File: src/rtl/hdmi_packet_pkg.sv
// rtl/hdmi_packet_pkg.sv - shared data-island packet geometry, BCH polynomial and lane map
package hdmi_packet_pkg;

  localparam logic [7:0] BCH_POLY     = 8'h83;
  localparam int         HEADER_BITS  = 24;
  localparam int         SUB_BITS     = 56;
  localparam int         PACKET_SLOTS = 32;
  localparam int         NUM_SUBS     = 4;
  localparam int         ECC_BITS     = 8;

  // packet_data lanes: header on bit 0, even subpacket bits on 1..4, odd on 5..8
  localparam int LANE_HDR      = 0;
  localparam int LANE_SUB_EVEN = 1;
  localparam int LANE_SUB_ODD  = 5;
  localparam int LANES         = 9;

  localparam logic [4:0] HDR_ECC_SLOT = 5'(HEADER_BITS);
  localparam logic [4:0] SUB_ECC_SLOT = 5'(SUB_BITS / 2);
  localparam logic [4:0] LAST_SLOT    = 5'(PACKET_SLOTS - 1);

endpackage

File: src/rtl/bch_ecc_step.sv
// rtl/bch_ecc_step.sv - one bit-serial BCH parity update step
module bch_ecc_step
  import hdmi_packet_pkg::*;
(
  input  logic [ECC_BITS-1:0] i_ecc,
  input  logic                i_data,
  output logic [ECC_BITS-1:0] o_ecc_next
);

  assign o_ecc_next = {1'b0, i_ecc[ECC_BITS-1:1]} ^ ((i_ecc[0] ^ i_data) ? BCH_POLY : '0);

endmodule

File: src/rtl/data_island_packet_serializer.sv
// rtl/data_island_packet_serializer.sv - captures header/subpackets, appends BCH, emits 9 bits per slot
module data_island_packet_serializer
  import hdmi_packet_pkg::*;
(
  input  logic                           clk_pixel,
  input  logic                           reset,
  input  logic                           data_island_period,
  input  logic [HEADER_BITS-1:0]         header,
  input  logic [NUM_SUBS*SUB_BITS-1:0]   sub,
  output logic                           packet_ack,
  output logic [LANES-1:0]               packet_data,
  output logic [4:0]                     counter,
  output logic                           packet_end
);

  logic [4:0]                         r_n;
  logic [HEADER_BITS-1:0]             r_header;
  logic [NUM_SUBS*SUB_BITS-1:0]       r_sub;
  logic [ECC_BITS-1:0]                r_hdr_ecc;
  logic [NUM_SUBS-1:0][ECC_BITS-1:0]  r_sub_ecc;

  logic                               w_first;
  logic                               w_in_hdr_data;
  logic                               w_in_sub_data;
  logic [HEADER_BITS-1:0]             w_hdr_src;
  logic [NUM_SUBS*SUB_BITS-1:0]       w_sub_src;
  logic                               w_hdr_bit;
  logic                               w_hdr_lane;
  logic [ECC_BITS-1:0]                w_hdr_ecc_cur;
  logic [ECC_BITS-1:0]                w_hdr_ecc_next;
  logic [NUM_SUBS-1:0][ECC_BITS-1:0]  w_sub_ecc_mid;
  logic [NUM_SUBS-1:0][ECC_BITS-1:0]  w_sub_ecc_next;
  logic [NUM_SUBS-1:0]                w_even;
  logic [NUM_SUBS-1:0]                w_odd;
  logic [LANES-1:0]                   w_slot_data;

  assign w_first       = (r_n == 5'd0);
  assign packet_ack    = data_island_period && w_first;
  assign w_in_hdr_data = (r_n < HDR_ECC_SLOT);
  assign w_in_sub_data = (r_n < SUB_ECC_SLOT);

  // Slot 0 reads the live inputs so the upstream picker can move on right after packet_ack
  assign w_hdr_src = w_first ? header : r_header;
  assign w_sub_src = w_first ? sub    : r_sub;

  assign w_hdr_ecc_cur = w_first ? '0 : r_hdr_ecc;
  assign w_hdr_bit     = w_in_hdr_data ? w_hdr_src[r_n] : 1'b0;
  assign w_hdr_lane    = w_in_hdr_data ? w_hdr_bit : r_hdr_ecc[r_n[2:0]];

  bch_ecc_step u_hdr_ecc (
    .i_ecc      (w_hdr_ecc_cur),
    .i_data     (w_hdr_bit),
    .o_ecc_next (w_hdr_ecc_next)
  );

  assign w_slot_data[LANE_HDR] = w_hdr_lane;

  for (genvar gi = 0; gi < NUM_SUBS; gi++) begin : g_sub
    logic [SUB_BITS-1:0] w_word;
    logic [ECC_BITS-1:0] w_ecc_cur;

    assign w_word    = w_sub_src[gi*SUB_BITS +: SUB_BITS];
    assign w_ecc_cur = w_first ? '0 : r_sub_ecc[gi];
    assign w_even[gi] = w_in_sub_data ? w_word[{r_n, 1'b0}] : 1'b0;
    assign w_odd[gi]  = w_in_sub_data ? w_word[{r_n, 1'b1}] : 1'b0;

    // Two chained steps per slot: bit 2n first, then bit 2n+1
    bch_ecc_step u_even (
      .i_ecc      (w_ecc_cur),
      .i_data     (w_even[gi]),
      .o_ecc_next (w_sub_ecc_mid[gi])
    );

    bch_ecc_step u_odd (
      .i_ecc      (w_sub_ecc_mid[gi]),
      .i_data     (w_odd[gi]),
      .o_ecc_next (w_sub_ecc_next[gi])
    );

    assign w_slot_data[LANE_SUB_EVEN+gi] = w_in_sub_data ? w_even[gi] : r_sub_ecc[gi][{r_n[1:0], 1'b0}];
    assign w_slot_data[LANE_SUB_ODD+gi]  = w_in_sub_data ? w_odd[gi]  : r_sub_ecc[gi][{r_n[1:0], 1'b1}];
  end

  always_ff @(posedge clk_pixel) begin
    if (reset) begin
      r_n         <= '0;
      r_header    <= '0;
      r_sub       <= '0;
      r_hdr_ecc   <= '0;
      r_sub_ecc   <= '0;
      packet_data <= '0;
      counter     <= '0;
      packet_end  <= 1'b0;
    end else if (!data_island_period) begin
      // An island dropping mid-packet abandons it; the next island recaptures from slot 0
      r_n         <= '0;
      r_hdr_ecc   <= '0;
      r_sub_ecc   <= '0;
      packet_data <= '0;
      counter     <= '0;
      packet_end  <= 1'b0;
    end else begin
      r_n <= r_n + 5'd1;
      if (w_first) begin
        r_header <= header;
        r_sub    <= sub;
      end
      if (w_in_hdr_data) begin
        r_hdr_ecc <= w_hdr_ecc_next;
      end
      if (w_in_sub_data) begin
        r_sub_ecc <= w_sub_ecc_next;
      end
      packet_data <= w_slot_data;
      counter     <= r_n;
      packet_end  <= (r_n == LAST_SLOT);
    end
  end

endmodule

File: config.mk
export PLATFORM = sky130hd
export DESIGN_NAME = data_island_packet_serializer
export DESIGN_NICKNAME = d
export VERILOG_FILES = /design/src/rtl/hdmi_packet_pkg.sv /design/src/rtl/bch_ecc_step.sv /design/src/rtl/data_island_packet_serializer.sv
export SDC_FILE = /design/constraint.sdc
export NUM_CORES = 1
export LEC_CHECK = 0
export BUFFER_PORTS_ARGS = -buffer_cell sky130_fd_sc_hd__buf_2
export CAP_MARGIN = 20
export CORE_ASPECT_RATIO = 1.25
export CORE_MARGIN = 1.5
export CORE_UTILIZATION = 35
export DETAILED_ROUTE_END_ITERATION = 10
export SYNTH_ARGS = -nofsm -noshare
export SYNTH_HDL_FRONTEND = slang
export SYNTH_SLANG_ARGS = --single-unit
File: constraint.sdc
create_clock -name clk_pixel -period 4.5 [get_ports clk_pixel]
set_input_delay 0.675 -clock clk_pixel [delete_from_list [all_inputs] [get_ports clk_pixel]]
set_output_delay 0.675 -clock clk_pixel [all_outputs]
set_load 0.01 [all_outputs]
==> metrics.md <==
| Metric | Value |
|---|---|
| Cells after synthesis | `1847` |
| Mapped cell area | `0.0148 mm^2` |
| Synth top area share | `41.5%` |
| Die extent in x | `187 um` |
| Fin crit share | `93.8%` |
| Hold EP | `r_sub[13]$_SDFFE_PP0P_` |
| Clk root buf | `clkbuf_16` |
| CP required | `3830 ps` |
| Max_cap viols | `0` |
| Vias in the first global route | `13400` |
| Filler-free cell count of the finished design | `2618` |
| Final hold vios | `0` |
| CORE AREA | `0.0419 mm^2` |
| Synth top area cells | `dfxtp_1 (42%), nand2_1 (16%), a21oi_1 (10%), mux4_2 (8.8%), mux2i_1 (3.4%)` |
| Post-DP HPWL | `35600 um` |
| Slew Viols, Final | `0` |
| Min-delay src | `sub[13]` |
| Status | `finished, final reports clean` |
| Resized Gates After CTS | `0` |
| Die H | `233 um` |
| CP startpoint | `r_n[0]$_SDFF_PP0_` |
| Max Clock Skew | `20.0 ps` |
| Overflow after GRT | `0` |
| H-tree levels | `2` |
| All-Layer GR Usage | `23.1%` |
| CP max FO | `79` |
| Initial antenna violation count | `4` |
| Post-DRT Antenna Nets | `0` |
| Setup TNS Final | `0 ps` |
| Hold depth | `3` |
| Initial cell density of the core | `35.4%` |
| Vias per cell | `5.39` |
| Crit path capture type | `output pin` |
| First-pass GRT wire length | `77800 um` |
| Clk_lat worst skew | `530 ps` |
| Power Dens Cells | `390 mW/mm^2` |
| Most common cell after layout, fill and taps aside | `nand2_1` |
| Post-synth EDFFs | `0` |
| Rows | `84` |
| CP Class | `flop to output pin` |
| Clock Sinks | `308` |
| Most frequent cells in the layout | `nand2_1 (632), dfxtp_1 (306), a21oi_1 (296)` |
| R2R cell count | `13` |
| Placer Congestion | `0.849` |
| Share of layout cells above drive strength 1 | `20.9%` |
| Routed wire per std cell | `19.7 um` |
| Hold buffers post-CTS | `0` |
| Worst-margin pin slew | `1130 ps` |
| Largest net degree at the start of global routing | `155` |
| CP Launch Type | `flop` |
| Cells after DPL | `2553` |
| P&R area growth vs syn | `19.4%` |
| Dominant cell type by area after synthesis | `dfxtp_1` |
| Peak supply drop | `247 uV` |
| Synth Warn # | `0` |
| Worst R2R Start | `r_n[0]$_SDFF_PP0_` |
| Final WL | `51700 um` |
| Die area | `0.0437 mm^2` |
| F_max | `0.237 GHz` |
| Pre-antenna DRT Iters | `5` |
| Number of diodes | `0` |
| Clock period minus final worst setup slack | `4220 ps` |
| FF-to-FF End | `r_sub_ecc[25]$_SDFFE_PP0N_` |
| Hold slack | `377 ps` |
| DR iter-0 viols | `1172` |
| RSZ-0062 raised after global routing | `no` |
| Longest Clk Path Bufs | `3` |
| Register area share after synthesis | `41.5%` |
| Async S/R FF share, synth | `0%` |
| Via count | `14100` |
| Synth Register Bits | `308` |
| Netlist cell types | `66` |
| Nets | `2288` |
| Port-buffer cells | `266` |
| Worst hold path class | `input pin to flop` |
| # setup viols final | `0` |
| Slew HR | `24.4%` |
| DRC errors left | `0` |
| Post-CTS Repair Setup Buffers | `0` |
| LEAKAGE | `6.98 nW` |
| Syn Area/Cell | `8.04 um^2` |
| CTS tree | `built` |
| Top-level I/O count | `267` |
| Reg clk slew, reported paths | `50 ps` |
| Num CTS Buffers | `36` |
| Worst path arrival time | `3540 ps` |
| Top FF cell, synth | `dfxtp_1` |
| Syn_nets | `2101` |
| Layout fillers | `4270` |
| Worst R2R Setup Slack | `590 ps` |
-- cell usage after synthesis (4+ instances only) --
library cell,count
nand2_1,633
o21ai_0,23
nor2_1,65
a21oi_1,296
mux2i_1,51
mux4_2,58
a221oi_1,6
mux2_2,10
nor3_1,10
o221ai_1,4
and2_1,7
clkinv_1,4
o2bb2ai_1,4
a32oi_1,9
dfxtp_1,308
a211oi_1,11
nor2b_1,8
nand4_1,7
buf_2,25
clkbuf_1,111
o32ai_1,4
o2111ai_1,4
xor2_1,11
xnor2_1,21
buf_4,5
a22oi_1,20
nand3_1,41
buf_6,7
a31oi_1,9
nand2b_1,7
o211ai_1,8
-- cell type report --
cell class	instances	area (um^2)	area share, %
multi-input cells	1381	7990	45.1
well taps	559	699	3.95
clock inverters	10	133	0.749
repair buffers	300	1660	9.38
inverters	7	33.8	0.191
clock buffers	53	1030	5.79
flip-flops and latches	308	6170	34.8
-- cell families after synthesis --
kind of cell	after synthesis	share of synthesized area (%)
xor gates and xnor gates	32	1.89
buffers and inverters	158	4.69
DFF	308	41.5
AOI/OAI and AO/OA	428	16.7
muxes	120	13.2
and+or+nand+nor	798	21.8
adders and majority gates	3	0.253
-- registers in the layout (all words and copies together) (netlist names) --
| register | flops |
|---|---|
| r_sub | 224 |
| r_sub_ecc | 32 |
| counter | 5 |
| packet_data | 9 |
| packet_end | 1 |
| r_header | 24 |
| r_hdr_ecc | 8 |
| r_n | 5 |
-- worst max path at each step --
stage,slack (ps),endpoint,depth (start not counted)
final,280,packet_ack,7
after global routing,90,packet_ack,7
after CTS,280,packet_ack,7
after detailed placement,670,r_sub_ecc[25]$_SDFFE_PP0N_,13
after global placement,780,r_sub_ecc[25]$_SDFFE_PP0N_,13
after floorplan,640,r_sub_ecc[9]$_SDFFE_PP0N_,18
-- power breakdown --
group          switching, W  internal [W]  total [W]  leakage [nW]
logic              0.000598      0.000406    0.00100          3.88
clock network       0.00117       0.00175    0.00293         0.570
registers         0.0000880       0.00289    0.00298          2.53
total               0.00186       0.00505    0.00691          6.98
-- routing by layer --
layer / part of all wire, % / GRT usage (%) / up-vias / routed length, um
li1: - / - / 6732 / -
met5: 0.099 / 0 / - / 51
met2: 48 / 38.7 / 563 / 24900
met3: 6.9 / 4.28 / 130 / 3570
met1: 40 / 28.6 / 6683 / 20800
met4: 4.6 / 11.0 / 8 / 2360
-- worst max-delay path, stage by stage, from the launching register on --
cell	delay, ps
dfxtp_4	350
clkinv_1	60
ha_1	420
nor4b_4	640
buf_4	490
nand2_4	330
inv_8	450
buf_2	230
-- through the flow --
stage / worst slack (ps) / instance area (um^2) / util (%) / power (W)
after detailed placement: 670 / 16500 / 39.4 / 0.00403
after floorplan: 635 / 14800 / - / 0.00367
after CTS: 277 / 17700 / 42.2 / 0.00696
final: 280 / 17700 / 42.2 / 0.00691
after global routing: 87.0 / 17700 / 42.2 / 0.00719
after global placement: 781 / 16500 / 39.4 / 0.00401
No activity file was read; power rests on OpenSTA's default activity.
